## config.mk

```make
export PLATFORM = sky130hd
export DESIGN_NAME = cache_arbiter
export DESIGN_NICKNAME = d
export VERILOG_FILES = /design/src/rtl/cache_arbiter.sv
export SDC_FILE = /design/constraint.sdc
export NUM_CORES = 1
export LEC_CHECK = 0
export ABC_AREA = 1
export CAP_MARGIN = 20
export CORE_AREA = 2 2 541 543
export DETAILED_ROUTE_END_ITERATION = 10
export DIE_AREA = 0 0 543 545
export GPL_TIMING_DRIVEN = 1
export PLACE_DENSITY = 0.34
export SLEW_MARGIN = 5
export SYNTH_ARGS = -nofsm -noshare
export SYNTH_HDL_FRONTEND = slang
export SYNTH_SLANG_ARGS = --single-unit
```

## constraint.sdc

```tcl
create_clock -name clk -period 4.4 [get_ports clk]
set_input_delay 0.88 -clock clk [delete_from_list [all_inputs] [get_ports clk]]
set_output_delay 0.88 -clock clk [all_outputs]
set_load 0.05 [all_outputs]
```

## src/rtl/cache_arbiter.sv

```systemverilog
// cache_arbiter: shares the physical-memory port between I-cache and D-cache misses.
// Data side wins ties; one memory transaction in flight; one IDLE cycle between services.
module cache_arbiter #(
   parameter int ADDR_WIDTH = 32,
   parameter int LINE_WIDTH = 256
) (
   input  logic                  clk,
   input  logic                  rst,
   input  logic                  inst_read,
   input  logic [ADDR_WIDTH-1:0] inst_addr,
   output logic [LINE_WIDTH-1:0] inst_rdata,
   output logic                  inst_resp,
   input  logic                  data_read,
   input  logic                  data_write,
   input  logic [ADDR_WIDTH-1:0] data_addr,
   input  logic [LINE_WIDTH-1:0] data_wdata,
   output logic [LINE_WIDTH-1:0] data_rdata,
   output logic                  data_resp,
   output logic                  mem_read,
   output logic                  mem_write,
   output logic [ADDR_WIDTH-1:0] mem_addr,
   output logic [LINE_WIDTH-1:0] mem_wdata,
   input  logic [LINE_WIDTH-1:0] mem_rdata,
   input  logic                  mem_resp
);

   typedef enum logic [1:0] {
      IDLE,
      SERVE_INST,
      SERVE_DATA
   } state_t;

   state_t                state;
   state_t                state_nxt;
   logic [ADDR_WIDTH-1:0] lat_addr;
   logic [LINE_WIDTH-1:0] lat_wdata;
   logic                  lat_write;
   logic                  data_req;

   assign data_req   = data_read | data_write;
   assign inst_rdata = mem_rdata;
   assign data_rdata = mem_rdata;

   // State register; the granted request is captured only while IDLE
   always_ff @(posedge clk) begin
      if (rst) begin
         state     <= IDLE;
         lat_addr  <= '0;
         lat_wdata <= '0;
         lat_write <= 1'b0;
      end else begin
         state <= state_nxt;
         if (state == IDLE) begin
            if (data_req) begin
               lat_addr  <= data_addr;
               lat_wdata <= data_wdata;
               lat_write <= data_write;
            end else if (inst_read) begin
               lat_addr  <= inst_addr;
               lat_write <= 1'b0;
            end
         end
      end
   end

   // Grant decision, memory drive from the latch, same-cycle completion pulses
   always_comb begin
      state_nxt = state;
      mem_read  = 1'b0;
      mem_write = 1'b0;
      mem_addr  = '0;
      mem_wdata = '0;
      inst_resp = 1'b0;
      data_resp = 1'b0;
      unique case (state)
         IDLE: begin
            if (data_req) begin
               state_nxt = SERVE_DATA;
            end else if (inst_read) begin
               state_nxt = SERVE_INST;
            end
         end
         SERVE_INST: begin
            mem_addr  = lat_addr;
            mem_wdata = lat_wdata;
            mem_write = lat_write;
            mem_read  = ~lat_write;
            if (mem_resp) begin
               inst_resp = 1'b1;
               state_nxt = IDLE;
            end
         end
         SERVE_DATA: begin
            mem_addr  = lat_addr;
            mem_wdata = lat_wdata;
            mem_write = lat_write;
            mem_read  = ~lat_write;
            if (mem_resp) begin
               data_resp = 1'b1;
               state_nxt = IDLE;
            end
         end
         default: state_nxt = IDLE;
      endcase
   end

endmodule

```

# [Yosys cells after proc, flatten, opt, wreduce, memory -nomap -nowiden]
# Cells that the tools add are included.
[op_classes] addsub=0 n_mul=0 n_div=0 order_cmp=0 n_eq_ne=4 n_shift=0 muxes=15 bitwise=2 reduce_logical=6
[ops] op="$mux W256" count=1
[ops] op="$mux W32" count=3
[ops] op="$mux W1" count=7
[ops] op="$mux W2" count=3
[ops] op="$reduce_and A2 Y1" count=3
[ops] op="$pmux W2 S2" count=1
[ops] op="$ne A3 B3 Y1 const B" count=1
[ops] op="$eq A2 B1 Y1 const B" count=1
[ops] op="$eq A2 B2 Y1 const B" count=1
[ops] op="$logic_not A2 Y1" count=1
[ops] op="$ne A2 B1 Y1 const B" count=1
[ops] op="$reduce_bool A2 Y1" count=1
[ops] op="$reduce_or A2 Y1" count=1
[ops] op="$not A1 Y1" count=1
[ops] op="$or A1 B1 Y1" count=1
[word_totals] ff_bits=291 latch_bits=0 mem_bits_rw=0 rom_bits=0 input_bits=582 output_inout_bits=804 word_cells=31 n_memories=0

# [Longest topological paths before layout]
# Gate-level depths: netlist of the first run.
[logic_depth] depth_word=4 ltp_mapped=9 mapped_depth_nobuf=7

# [Worst setup path after synthesis of the first run]
# OpenSTA, ideal clock, no wires.
[synth_path] path_kind="flip-flop to output port" startpoint="register state[0]" endpoint="output port mem_read" arrival_ns=1.931 setup_slack_ns=1.589 stages_incl_launch_ff=7 path_cell_list="dfxtp_1 -> inv_1 -> ha_1 -> clkbuf_1 -> clkbuf_1 -> inv_1 -> nor2_1"
[synth_between] elab_chain_len=3 word_cells_on_any_way=4 classes_between="2 x eq/ne; 1 x mux; 1 x reduce/logical"
[synth_lines] element="start: declaration" line="33" text="state_t state;"
[synth_lines] element="start signal: assignment" line="52" text="state <= state_nxt;"
[synth_lines] element="$eq A2 B2 Y1 or $eq A2 B1 Y1 (tied branches)" line="75" text="unique case (state)"
[synth_lines] element="$reduce_or A2 Y1 (no line) *"
[synth_lines] element="$mux W1 *"
[synth_lines] element="end: declaration" line="19" text="output logic mem_read,"
# Every way passes the cells marked *; elsewhere a longest branch is shown, timed or not.

# [Worst setup path after layout of the first run]
[layout_path] startpoint="register state[0]" endpoint="output port mem_wdata[137]"
[layout_between] elab_chain_len=3 word_cells_on_any_way=4 classes_between="2 x eq/ne; 1 x mux; 1 x reduce/logical"
[layout_lines] element="$eq A2 B2 Y1 or $eq A2 B1 Y1 (tied branches)" line="75"
[layout_lines] element="$reduce_or A2 Y1 (no line) *"
[layout_lines] element="$mux W256 *" line="75"
[layout_lines] element="end: declaration" line="22" text="output logic [LINE_WIDTH-1:0] mem_wdata,"
# Marked as above.

==> summary.md, run 1 <==
| Metric | Value |
|---|---|
| Synth Register Bits | `291` |
| Worst path required time | `3.52 ns` |
| Reg2Reg Setup Slack | `1.74 ns` |
| H-tree level count | `2` |
| Cts bufs inserted | `between 40 and 50` |
| Largest net degree at the start of global routing | `113` |
| Setup_tns | `0 ns` |
| Final setup fails | `0` |
| Post-Syn Instances | `approximately 2500` |
| Per-cell routed wire length | `26.8 µm` |
| IO Pins | `1386` |
| Syn nets | `between 3000 and 4000` |
| CTS max path bufs | `3` |
| Hold Buf Count CTS | `0` |
| Final instance area | `0.0249 mm²` |
| CTS root buf | `clkbuf_16` |
| Hold Fails Final Rpt | `0` |
| Post-synth EDFFs | `0` |
| DR iter-0 viols | `870` |
| Slew @ Worst Pin | `0.834 ns` |
| Syn Area/Cell | `roughly 6.6 µm²` |
| Post-synth top area share | `35.0%` |
| Crit path max-delay family | `buffers and inverters` |
| Final Util | `under 10%` |
| Post-CTS Setup Inserts | `0` |
| Biggest area consumer among synthesized cells | `dfxtp_1` |
| Worst skew pair latency | `between 0.6 and 0.7 ns` |
| Pre-antenna DRT Iters | `5` |
| Row count | `198` |
| Tightest Hold Check Type | `reg -> reg` |
| Post-route non-filler standard cell count | `roughly 6500` |
| Fin nets | `3148` |
| Worst slew margin | `44.3%` |
| Slowest-stage cell, CP | `clkdlybuf4s50_1` |
| Total number of vias | `16100` |
| Initial antenna violation count | `66` |
| Status | `finished clean` |
| Dpl cells | `6419` |
| Hold_sp | `state[1]$_SDFFE_PP0P_` |
| CP bufs+invs | `4` |
| Crit-path max FO | `34` |
| Slowest cell delay on critical path | `approximately 1 ns` |
| Post_cts resized | `0` |
| Wire length of the first global-routing pass | `around 210000 µm` |
| Die Height | `545 µm` |
| Ys async rst share | `0%` |
| RSZ-0062 raised after global routing | `no` |
| Via/cell ratio | `2.48` |
| CP Class | `reg -> out` |
| Post-synthesis cell type count | `18` |
| Syn. warnings | `0` |
| CORE AREA | `~0.29 mm²` |
| CP Launch Point | `state[0]$_SDFFE_PP0P_` |
| Critical path cell sequence | `inv_1 > ha_4 > buf_12 > nand2_1 > inv_1 > clkdlybuf4s50_1` |
| Crit path arrival time | `3.27 ns` |
| Area contributors post-synth | `dfxtp_1, buf_4, nor2_1, nand2_1, o21ai_0` |
| Synth-to-Final Area Change | `49.4%` |
| Routed WL | `174000 µm` |
| Sink Count | `291` |
| Synth Cell Area | `between 0.015 and 0.02 mm²` |
| Slew Limit Fails | `0` |
| HPWL Detailed | `155000 µm` |
| Leakage | `between 10 and 15 nW` |
| Count leader, synth | `nor2_1` |
| Final Cycle Share | `94.3%` |
| Fillers | `34100` |
| Clock Skew | `0.0233 ns` |
| Layout cells sized above 1 | `9.95%` |
| Area of the multi-input gates | `~0.0053 mm²` |
| Routability Congestion | `0.851` |
| Commonest register cell after synthesis | `dfxtp_1` |
| DRC errors left | `0` |
| CP Launch Type | `register` |
| Vias in the first global route | `16300` |
| Peak supply drop | `0.226 mV` |
| Area post-placement | `roughly 0.023 mm²` |
| PD cells | `385 mW/mm²` |
| Critical path's most frequent cell | `inv_1` |
| IO buf count | `between 600 and 700` |
| Tmin final | `4.15 ns` |
| Fmax achieved | `241 MHz` |
| Reg clk slew, reported paths | `0.05 ns` |
| Commonest cells in the netlist | `nor2_1, buf_4, nand2_1` |
| Worst r2r src | `state[0]$_SDFFE_PP0P_` |
| CTS tree | `built` |
| Die Wd | `543 µm` |
| Grt ovf | `0` |
| Initial Utilization | `5.73%` |
| Sequential cell area | `about 0.006 mm²` |
| Maxcap violations | `0` |
| ANT nets after route | `0` |
| Endpoint type of the worst setup path | `primary output` |
| Die ar. | `0.296 mm²` |
| Sequential area share after synthesis | `35.0%` |
| Gr usage total | `a little under an eighth` |
-- power breakdown --
group	switching, mW	internal, mW
clock network	1.52	2.07
logic	1.87	0.880
registers	0.274	2.96
total	3.66	5.91
-- layer usage --
metal  up-vias  part of all wire [%]  GRT usage [%]
li1       7070                     -              -
met1      7164                    28           9.11
met2      1597                    44           17.8
met3       260                    25           12.5
met4         2                   2.8           3.23
met5         -                0.0075              0
-- layout make-up --
class                           count  share of cell area (%)
Clock inverter                     15                   0.745
Multi-Input combinational cell   1271                    21.2
Antenna cell                        9                  0.0906
Timing Repair Buffer              655                    25.4
Sequential cell                   291                    23.4
Tap cell                         3900                    19.6
Clock buffer                       59                    4.81
Inverter                          302                    4.62
-- state kept, by name, indices dropped and copies added, names as in the netlist --
register,cells
lat_addr,32
lat_wdata,256
lat_write,1
state,2
-- final timing paths --
| check | cells after the start | endpoint |
|---|---|---|
| worst min register to register | 2 | state[1]$_SDFFE_PP0P_ |
| worst max register to register | 8 | lat_wdata[207]$_SDFFE_PP0P_ |
| worst min-delay path | 2 | state[1]$_SDFFE_PP0P_ |
| worst max-delay path | 6 | mem_wdata[137] |
-- worst reg2reg max path: cells and delay by family (launching register included) --
family | cells | cell delay (ns)
adder cells (fa/ha/maj) | 1 | 0.16
AND/OR/NAND/NOR | 2 | 0.77
flip-flops | 1 | 0.33
AO/OA/AOI/OAI | 1 | 0.26
buffers and inverters | 4 | 1.09
-- cell usage in the layout, fill, tap and decap left out, types with 2 or more instances in the layout --
master	instances
inv_1	298
nor2_1	579
diode_2	9
buf_4	168
inv_8	2
ha_1	2
clkinv_8	2
nand2_1	394
inv_2	2
dfxtp_1	291
o21ai_1	30
a21oi_1	2
nor2_4	2
clkbuf_8	6
o21bai_1	32
clkinv_2	6
clkinvlp_4	2
bufinv_16	3
o21ai_0	226
clkbuf_16	43
inv_6	2
clkdlybuf4s50_1	469
clkbuf_1	10
buf_12	18
-- cells by family after synthesis --
kind of cell             count (synthesis)  synth area share, %
AND/OR/NAND/NOR                        977                 22.2
buffers and inverters                  945                 33.3
flip-flops                             291                 35.0
adder cells (fa/ha/maj)                  3                0.226
AO/OA/AOI/OAI                          291                 9.26
-- per-stage QoR --
stage | setup WS, ns | power [mW] | hold slack, ns
floorplan | 1.59 | 5.88 | 0.456
global placement | 0.896 | 6.11 | 0.482
detailed placement | 0.901 | 6.09 | 0.480
CTS | 0.148 | 9.84 | 0.491
global route | 0.0808 | 10.1 | 0.513
finish | 0.251 | 9.58 | 0.490
(Power assumes the default switching activity.)
==> run 2, diff against run 1 <==
CAP_MARGIN = not set   (was 20)
==> results of run 2 <==
The final DEF is identical to that of run 1; final timing and power are the same.
==> run 3, diff against run 2 <==
CORE_AREA = 2 2 542 544   (was 2 2 541 543)
DIE_AREA = 0 0 544 546   (was 0 0 543 545)
GPL_ROUTABILITY_DRIVEN = 0   (was not set)
REMOVE_ABC_BUFFERS = 1   (was not set)
clock period = 3.4 ns   (was 4.4 ns; I/O delays follow)
==> run 3 against run 2 <==
  * Via count increased by 13%
  * Count of clock-buffer cells in the layout increased by 5
  * Combinational power increased by 44%
  * Sequential power increased by 25%
  * Sequential share of layout area decreased by 1.8 points
  * Flip-flop and latch count unchanged
  * Clock skew increased by 0.018 ns
  * Final cell count increased by 0.43%
  * Setup slack got worse by 0.076 ns
  * Global-route usage increased by 8.4 points
  * Critical path type unchanged
==> summary.md, run 3 (synthesized netlist as in run 1, its figures left out) <==
| Metric | Value |
|---|---|
| Status | `finished clean` |
| Per-cell routed wire length | `46.1 µm` |
| Worst r2r src | `state[1]$_SDFFE_PP0P_` |
| Largest register FFs | `256` |
| Peak supply drop | `about 0.31 mV` |
| DRT met1 WL | `66600 µm` |
| IO Pins | `around 1400` |
| Slew @ Worst Pin | `0.590 ns` |
| Final instance area | `0.0269 mm²` |
| Setup_tns | `0 ns` |
| Reg2Reg Setup Slack | `around 1.3 ns` |
| Layout cells sized above 1 | `14.6%` |
| Hold Fails Final Rpt | `0` |
| Gate power share | `approximately 30%` |
| Initial antenna violation count | `72` |
| Clock Skew | `0.0415 ns` |
| Reg power frac | `30.4%` |
| Grt ovf | `0` |
| Via/cell ratio | `2.80` |
| CP Class | `reg -> out` |
| PD cells | `497 mW/mm²` |
| CTS max path bufs | `3` |
| Maxcap violations | `0` |
| DR iter-0 viols | `1539` |
| CTS root buf | `clkbuf_16` |
| Slowest-stage cell, CP | `clkdlybuf4s50_1` |
| Final Power | `13.4 mW` |
| Endpoint type of the worst setup path | `primary output` |
| Final setup fails | `0` |
| Vias in the first global route | `16800` |
| Die ar. | `0.297 mm²` |
| Hold_sp | `state[1]$_SDFFE_PP0P_` |
| Crit-path max FO | `15` |
| Met2 WL | `125000 µm` |
| Sink Count | `291` |
| HPWL Detailed | `between 200000 and 300000 µm` |
| Fmax achieved | `310 MHz` |
| Top Layer Used | `met5` |
| Cts bufs inserted | `46` |
| Leakage | `11.9 nW` |
| Gr usage total | `19.6%` |
| Tmin final | `3.23 ns` |
| Fillers | `34100` |
| Total number of vias | `18300` |
| Final WS setup | `0.175 ns` |
| Hold endpoint | `state[1]$_SDFFE_PP0P_` |
| Crit path arrival time | `2.55 ns` |
| Biggest regs | `lat_wdata: 256 flops, lat_addr: 32 flops, state: 2 flops` |
| Worst r2r path cells | `9` |
| Reg clk slew, reported paths | `0.05 ns` |
| Final Util | `9.20%` |
| Worst slew margin | `60.7%` |
| Most flops, register | `lat_wdata` |
| Worst Setup Slack post-DPL | `roughly 0.48 ns` |
| Final Cycle Share | `a little over nine tenths` |
| ANT nets after route | `0` |
| Switching part of the total | `between 30% and 40%` |
| Tightest Hold Check Type | `reg -> reg` |
| Hold path cells | `2` |
| Slew Limit Fails | `0` |
| Pre-antenna DRT Iters | `5` |
| Die Wd | `544 µm` |
| Slowest cell delay on critical path | `0.84 ns` |
| Net Sw Power | `4.80 mW` |
| Critical R2R Capture | `lat_wdata[227]$_SDFFE_PP0P_` |
| CTS tree | `built` |
| Fin nets | `3159` |
| RSZ-0062 raised after global routing | `no` |
| Hold Buf Count CTS | `0` |
| Die Height | `546 µm` |
| Met3 WL | `approximately 90000 µm` |
| DRC errors left | `0` |
| Initial Utilization | `5.69%` |
| Commonest non-fill, non-tap cell in the layout | `nor2_1` |
| Worst path required time | `approximately 2.7 ns` |
| Critical path cell sequence | `inv_1 > ha_4 > buf_12 > nand2_1 > inv_1 > clkdlybuf4s50_1` |
| CP Launch Type | `register` |
| Critical path's most frequent cell | `inv_1` |
| Worst skew pair latency | `0.65 ns` |
| Int Power | `8.57 mW` |
| Routed WL | `301000 µm` |
| Wire length of the first global-routing pass | `341000 µm` |
| Area post-placement | `0.0252 mm²` |
| Synth-to-Final Area Change | `61.6%` |
| Most frequent cells in the layout | `nor2_1, nand2_1, clkdlybuf4s50_1, inv_1, dfxtp_1` |
| CORE AREA | `0.292 mm²` |
| Clock share of power | `approximately two fifths` |
| Row count | `199` |
| IO buf count | `~620` |
| Largest net degree at the start of global routing | `111` |
| H-tree level count | `2` |
==> run 3: cell types whose count changed in the layout (fill, tap and decap cells not counted), moves of 3 or more <==
cell	change
buf_12	+157
clkdlybuf4s50_1	-114
buf_4	-44
diode_2	-7
dlymetal6s2s_1	+6
bufinv_16	+5
clkbuf_16	+3
==> run 3: what timing repair did <==
item	in CTS	in global routing
setup endpoints to repair	209	6
pin swaps	1	0
gates cloned	0	0
buffers inserted	3	0
resized for setup	1	6
==> run 3: worst max path at each step <==
| stage | start | end | slack, ns | depth (start not counted) |
|---|---|---|---|---|
| global route | state[1]$_SDFFE_PP0P_ | mem_addr[21] | 0.02 | 6 |
| floorplan | state[0]$_SDFFE_PP0P_ | mem_read | -3.03 | 4 |
| global placement | data_write | lat_wdata[227]$_SDFFE_PP0P_ | 0.52 | 8 |
| detailed placement | data_write | lat_wdata[227]$_SDFFE_PP0P_ | 0.48 | 8 |
| finish | state[1]$_SDFFE_PP0P_ | mem_addr[21] | 0.17 | 6 |
| CTS | state[1]$_SDFFE_PP0P_ | mem_addr[30] | 0.004 | 7 |
==> run 3: final cells by class <==
| cell class | count | area, µm² | area share, % |
|---|---|---|---|
| repair buffers | 662 | 8090 | 30.1 |
| flip-flops and latches | 291 | 5830 | 21.7 |
| multi-input cells | 1271 | 5280 | 19.6 |
| well taps | 3919 | 4900 | 18.2 |
| clock buffers | 64 | 1300 | 4.83 |
| inverters | 302 | 1150 | 4.27 |
| clock inverters | 19 | 329 | 1.22 |
| diodes | 2 | 5.00 | 0.0186 |
==> run 3: worst max-delay path: cells and delay by family, from the launching register on <==
kind,cells,cell delay [ns]
simple gates,1,0.06
fa+ha+maj,1,0.33
flops,1,0.36
buf+inv,4,1.17
==> run 3: power groups by stage <==
stage / sequential [mW] / clock, mW / combinational, mW
6_report: 4.06 / 5.33 / 3.97
5_1_grt: 4.11 / 5.67 / 4.32
4_1_cts: 4.06 / 5.57 / 4.08
3_5_place_dp: 4.13 / 0 / 4.04
3_3_place_gp: 4.13 / 0 / 4.05
2_1_floorplan: 4.04 / 0 / 1.93
==> run 3: layer usage <==
layer  up-vias  global-route usage, %
met1      8182                   11.9
met2      2577                   29.0
li1       7099                      -
met3       344                   27.3
met4        59                   7.95
met5         -                   18.1
==> run 3: stage by stage <==
stage | cells | hold slack, ns
floorplan | 1864 | 0.450
global placement | 6442 | 0.471
detailed placement | 6442 | 0.482
CTS | 6528 | 0.494
global route | 6529 | 0.511
finish | 6530 | 0.486
